`src/rtl/proc_freq_decoder.sv`:
```
// proc_freq_decoder
//   Consumes the 32-bit procFreqId status word. The static identity fields are
//   registered every cycle. The 6-digit BCD frequency field (kHz) goes through a
//   sequential multiply-by-10 loop, one digit per cycle, and is then range-checked.
//   Each conversion result is announced by a one-cycle freqUpdate pulse.
//
// Ports
//   clock           in   1   processor clock
//   reset           in   1   synchronous, active-high
//   procFreqId      in   32  [31:8] BCD kHz (MSD in [31:28]), [6:4] processors,
//                            [3] bios active, [2:0] processor id
//   processorIdOut  out  3   registered procFreqId[2:0]
//   nrOfProcessors  out  3   registered procFreqId[6:4]
//   biosActive      out  1   registered procFreqId[3]
//   freqKhz         out  20  last valid binary frequency in kHz
//   freqValid       out  1   freqKhz is range-checked and BCD-clean
//   freqUpdate      out  1   one-cycle pulse when a conversion result is written
//   bcdError        out  1   last conversion saw a digit > 9
//   rangeError      out  1   last conversion fell outside [MinValidKhz, MaxValidKhz]
//
// State table
//   state   | meaning
//   IDLE    | wait for the BCD field to differ from the last captured field
//   CONVERT | accumulate one digit per cycle, MSD first (6 cycles)
//   CHECK   | classify the result, update outputs, pulse freqUpdate

module proc_freq_decoder #(
  parameter int unsigned MinValidKhz = 1000,
  parameter int unsigned MaxValidKhz = 500000
) (
  input  logic        clock,
  input  logic        reset,
  input  logic [31:0] procFreqId,
  output logic [2:0]  processorIdOut,
  output logic [2:0]  nrOfProcessors,
  output logic        biosActive,
  output logic [19:0] freqKhz,
  output logic        freqValid,
  output logic        freqUpdate,
  output logic        bcdError,
  output logic        rangeError
);

  localparam logic [19:0] MIN_KHZ = MinValidKhz[19:0];
  localparam logic [19:0] MAX_KHZ = MaxValidKhz[19:0];

  typedef enum logic [1:0] {IDLE, CONVERT, CHECK} state_t;

  state_t      state;
  logic [23:0] field;
  logic [23:0] last_field;
  logic [23:0] shadow;
  logic [19:0] acc;
  logic [19:0] acc_mac;
  logic [2:0]  digit_idx;
  logic        err_flag;
  logic [4:0]  digit_lsb;
  logic [3:0]  digit;
  logic        range_err;

  assign field = procFreqId[31:8];

  always_comb begin
    digit_lsb = {digit_idx, 2'b00};
    digit     = shadow[digit_lsb +: 4];
    // acc*10 as shift-add; wraps silently on BCD errors, which discard acc anyway
    acc_mac   = (acc << 3) + (acc << 1) + {16'd0, digit};
    range_err = !err_flag && ((acc < MIN_KHZ) || (acc > MAX_KHZ));
  end

  always_ff @(posedge clock) begin
    if (reset) begin
      processorIdOut <= '0;
      nrOfProcessors <= '0;
      biosActive     <= 1'b0;
    end else begin
      processorIdOut <= procFreqId[2:0];
      nrOfProcessors <= procFreqId[6:4];
      biosActive     <= procFreqId[3];
    end
  end

  always_ff @(posedge clock) begin
    if (reset) begin
      state      <= IDLE;
      last_field <= '0;
      shadow     <= '0;
      acc        <= '0;
      digit_idx  <= '0;
      err_flag   <= 1'b0;
      freqKhz    <= '0;
      freqValid  <= 1'b0;
      freqUpdate <= 1'b0;
      bcdError   <= 1'b0;
      rangeError <= 1'b0;
    end else begin
      freqUpdate <= 1'b0;
      case (state)
        IDLE: begin
          if (field != last_field) begin
            shadow     <= field;
            last_field <= field;
            acc        <= '0;
            digit_idx  <= 3'd5;
            err_flag   <= 1'b0;
            state      <= CONVERT;
          end
        end
        CONVERT: begin
          // A new word mid-conversion restarts from the MSD; the old one never reports.
          if (field != shadow) begin
            shadow     <= field;
            last_field <= field;
            acc        <= '0;
            digit_idx  <= 3'd5;
            err_flag   <= 1'b0;
          end else begin
            acc      <= acc_mac;
            err_flag <= err_flag | (digit > 4'd9);
            if (digit_idx == 3'd0) begin
              state <= CHECK;
            end else begin
              digit_idx <= digit_idx - 3'd1;
            end
          end
        end
        CHECK: begin
          bcdError   <= err_flag;
          rangeError <= range_err;
          if (!err_flag && !range_err) begin
            freqKhz   <= acc;
            freqValid <= 1'b1;
          end else begin
            freqValid <= 1'b0;
          end
          freqUpdate <= 1'b1;
          state      <= IDLE;
        end
        default: state <= IDLE;
      endcase
    end
  end

endmodule

```
`config.mk`:
```
export PLATFORM = sky130hd
export DESIGN_NAME = proc_freq_decoder
export DESIGN_NICKNAME = d
export VERILOG_FILES = /design/src/rtl/proc_freq_decoder.sv
export SDC_FILE = /design/constraint.sdc
export NUM_CORES = 1
export LEC_CHECK = 0
export ABC_AREA = 1
export CAP_MARGIN = 20
export CORE_MARGIN = 2
export CORE_UTILIZATION = 50
export CTS_CLUSTER_SIZE = 8
export DETAILED_ROUTE_END_ITERATION = 12
export DONT_BUFFER_PORTS = 1
export GPL_TIMING_DRIVEN = 0
export PLACE_DENSITY_LB_ADDON = 0.3
export RECOVER_POWER = 100
export SKIP_LAST_GASP = 1
export SYNTH_ARGS = -nofsm -noshare
export SYNTH_HDL_FRONTEND = slang
export SYNTH_SLANG_ARGS = --single-unit
```
`constraint.sdc`:
```
create_clock -name clock -period 6.38 [get_ports clock]
set_input_delay 1.276 -clock clock [delete_from_list [all_inputs] [get_ports clock]]
set_output_delay 1.276 -clock clock [all_outputs]
set_load 0.1 [all_outputs]
```
==> run metrics <==
Post-synth ARST share=0; cell count after synthesis=approximately 840; number of buffers created by CTS=9; maxcap violations=0; Post-Syn Area=0.005343 sq mm; layout cell share with drive strength beyond 1=0.04429; Setup crit start=digit_idx[0]; Post-synth EDFFs=0; die width=around 110 um; DR iter-0 viols=304; min Tclk post-route=around 3.7 ns; post-synthesis area per instance=6.338 sq um; switching share of power=0.2727; Via Count=5011; post-synthesis sequential area ratio=0.3035; critical register-to-register path startpoint=digit_idx[0]; Hold WC Path Type=flip-flop to flip-flop; Fillers=approximately 1100; switching power=~270 uW; clock root cell=clkbuf_8; synth-to-layout area growth=5.808%; Total GRT Usage=0.2275; nets=926; Synth top area share=0.3035; total nets after synthesis=915; hold path startpoint=shadow[15]; Unique masters post-synth=35; outcome=finished clean; HPWL after DPL=9.705 mm; # diodes=0; number of hold violations in the final report=0; FF+latch count, synth=81; First-pass DRT Iterations=5; htree depth=3; later-pin clock latency in the skew report=0.36 ns; R2R setup slack=2.63 ns; Reg area=0.001622 sq mm; global-route wire length before repair=21.16 mm; Synth Flop Type=dfxtp_1; Tcrit/Tclk final=0.5873; part of the power in the clock network=0.380; Critical Path RT=6.62 ns; initial antenna violation count=0; Die Ht=between 100 and 150 um; CP startpoint kind=flip-flop; post-CTS resize count=0; IO Port Bufs=0; Via-to-Cell Ratio=5.041; row count=37; Power Dens Cells=between 150 and 200 mW/mm^2; multi-input logic area=between 0.002 and 0.003 sq mm; Synth area leader=dfxtp_1; DR DRC count=0; fin. max-slew vios=0; Place WS=2.926 ns; DRT Wirelength=12.53 mm; Setup WS post-layout=2.633 ns; Max-slew headroom=0.3415; CTS Hold Bufs=0; most area-consuming cells after synthesis=dfxtp_1 30%, nand2_1 17%, inv_1 10%, ha_1 8.4%, a21oi_1 6.0%; maximum fanout along the worst path=11; Pint=approximately 720 uW; Final setup viols=0; crit path DAT=3.99 ns; clk slew on worst S/H paths=0.09 ns; Leak Pwr=0.002907 uW; total negative setup slack=0 ns; Initial Utilization=0.5152; Seq pwr share=0.544; CTS tree=built; Peak VDD IR=around 0.098 mV; TritonCTS Sinks=81; RSZ-0062 raised after global routing=no; Setup Crit Path Kind=flip-flop to flip-flop; Ys Warns=0; Slew @ Worst Pin=slightly below 1 ns; setup bufs post-CTS=0; GP Congestion=0.9057; final antenna-violating net count=0; total gr overflow=0; CP Capture Type=flip-flop; WL per Instance=12.60 um; number of global-route vias before repair=4515; skew final=0.01244 ns; Gate power share=0.076; largest net degree at the start of global routing=15; clock tree buffer depth=2; Core Box Area=0.01037 sq mm; die area=0.01153 sq mm; fmax=roughly 0.27 GHz; I/O pins=65
## layer usage
layer / vias to the layer above / global-route usage / part of all wire
li1: 2674 / - / -
met1: 2184 / 0.3208 / 0.51
met2: 140 / 0.3540 / 0.42
met3: 13 / 0.04298 / 0.063
met4: 0 / 0.06502 / 0.012
met5: - / 0 / 0
## cells by family after synthesis
logic type	share of synthesized area
AND/OR/NAND/NOR	0.3311
AO/OA/AOI/OAI	0.1087
buffers and inverters	0.1403
adder cells (fa/ha/maj)	0.09180
XOR/XNOR	0.02459
flip-flops	0.3035
## sequential cells by signal, summed over array words and instances (netlist names), 2 cells and up
signal          count
state               2
nrOfProcessors      3
freqKhz            20
acc                20
shadow             24
digit_idx           3
processorIdOut      3
## per-stage QoR
stage / hold slack (ns) / total power, uW / std cells / instance area, sq um / utilization
2_1_floorplan: 0.4411 / 610.4 / 843 / 5343 / -
3_3_place_gp: 0.4635 / 626.2 / 979 / 5513 / 0.5316
3_5_place_dp: 0.4729 / 627.8 / 979 / 5513 / 0.5316
4_1_cts: 0.4907 / 1000 / 994 / 5705 / 0.5502
5_1_grt: 0.5258 / 1033 / 994 / 5653 / 0.5451
6_report: 0.4870 / 993.8 / 994 / 5653 / 0.5451
## worst paths after layout
check | endpoint | cells past startpoint
setup / recovery | acc[14] | 20
hold / removal | shadow[15] | 2
setup reg to reg | acc[14] | 20
hold reg to reg | shadow[15] | 2
## power groups by stage
| stage | clock, uW | combinational [uW] | sequential [uW] |
|---|---|---|---|
| after global placement | 0 | 73.8 | 552 |
| after global routing | 403 | 87.5 | 543 |
| after CTS | 384 | 75.8 | 541 |
| after detailed placement | 0 | 75.2 | 553 |
| final | 378 | 75.1 | 541 |
| after floorplan | 0 | 59.3 | 551 |
## cells in the final DEF, fill, tap and decap left out, drive strengths merged
| cell | count |
|---|---|
| xor2 | 5 |
| o211ai | 3 |
| o21ai | 43 |
| clkinv | 5 |
| clkbuf | 28 |
| buf | 9 |
| nor3 | 7 |
| a21oi | 64 |
| nand2 | 237 |
| nand3b | 3 |
| bufinv | 1 |
| inv | 156 |
| o21bai | 1 |
| or2 | 6 |
| nor4 | 2 |
| nor2 | 77 |
| a31oi | 1 |
| dfxtp | 81 |
| fa | 2 |
| o2111ai | 1 |
| clkinvlp | 1 |
| ha | 36 |
| xnor2 | 10 |
| nand4 | 27 |
| nand3 | 52 |
## cell type report
class / instances / share of cell area
multi-input combinational: 577 / 0.5199
sequential: 81 / 0.2869
inverter: 157 / 0.1042
tap: 136 / 0.03010
buffer: 28 / 0.02479
clock buffer: 9 / 0.02191
clock inverter: 6 / 0.01217
## cells in the mapped netlist, types with 7 or more instances
cell and number:
nand2_1 236, inv_1 149, dfxtp_1 81, nor2_1 73, a21oi_1 64, nand3_1 50
ha_1 36, o21ai_0 36, nand4_1 27, clkbuf_1 14, xnor2_1 10, nor3_1 7
o21ai_1 7
## critical path, cell delays in order, from the launching register on
cell and delay [ns]:
dfxtp_1 0.31, clkbuf_1 0.34, clkinv_1 0.38, a21oi_1 0.22, o21ai_0 0.09, nand2_1 0.07
nand2_1 0.05, nand2_1 0.06, inv_1 0.07, fa_1 0.50, inv_1 0.07, fa_1 0.49
nand3_1 0.11, nand3_1 0.12, nand2_1 0.09, nand2_1 0.11, nand2_1 0.08, nand2_1 0.06
or2_2 0.27, nand3_1 0.09, a21oi_1 0.06
Power figures use the tool's default switching activity.
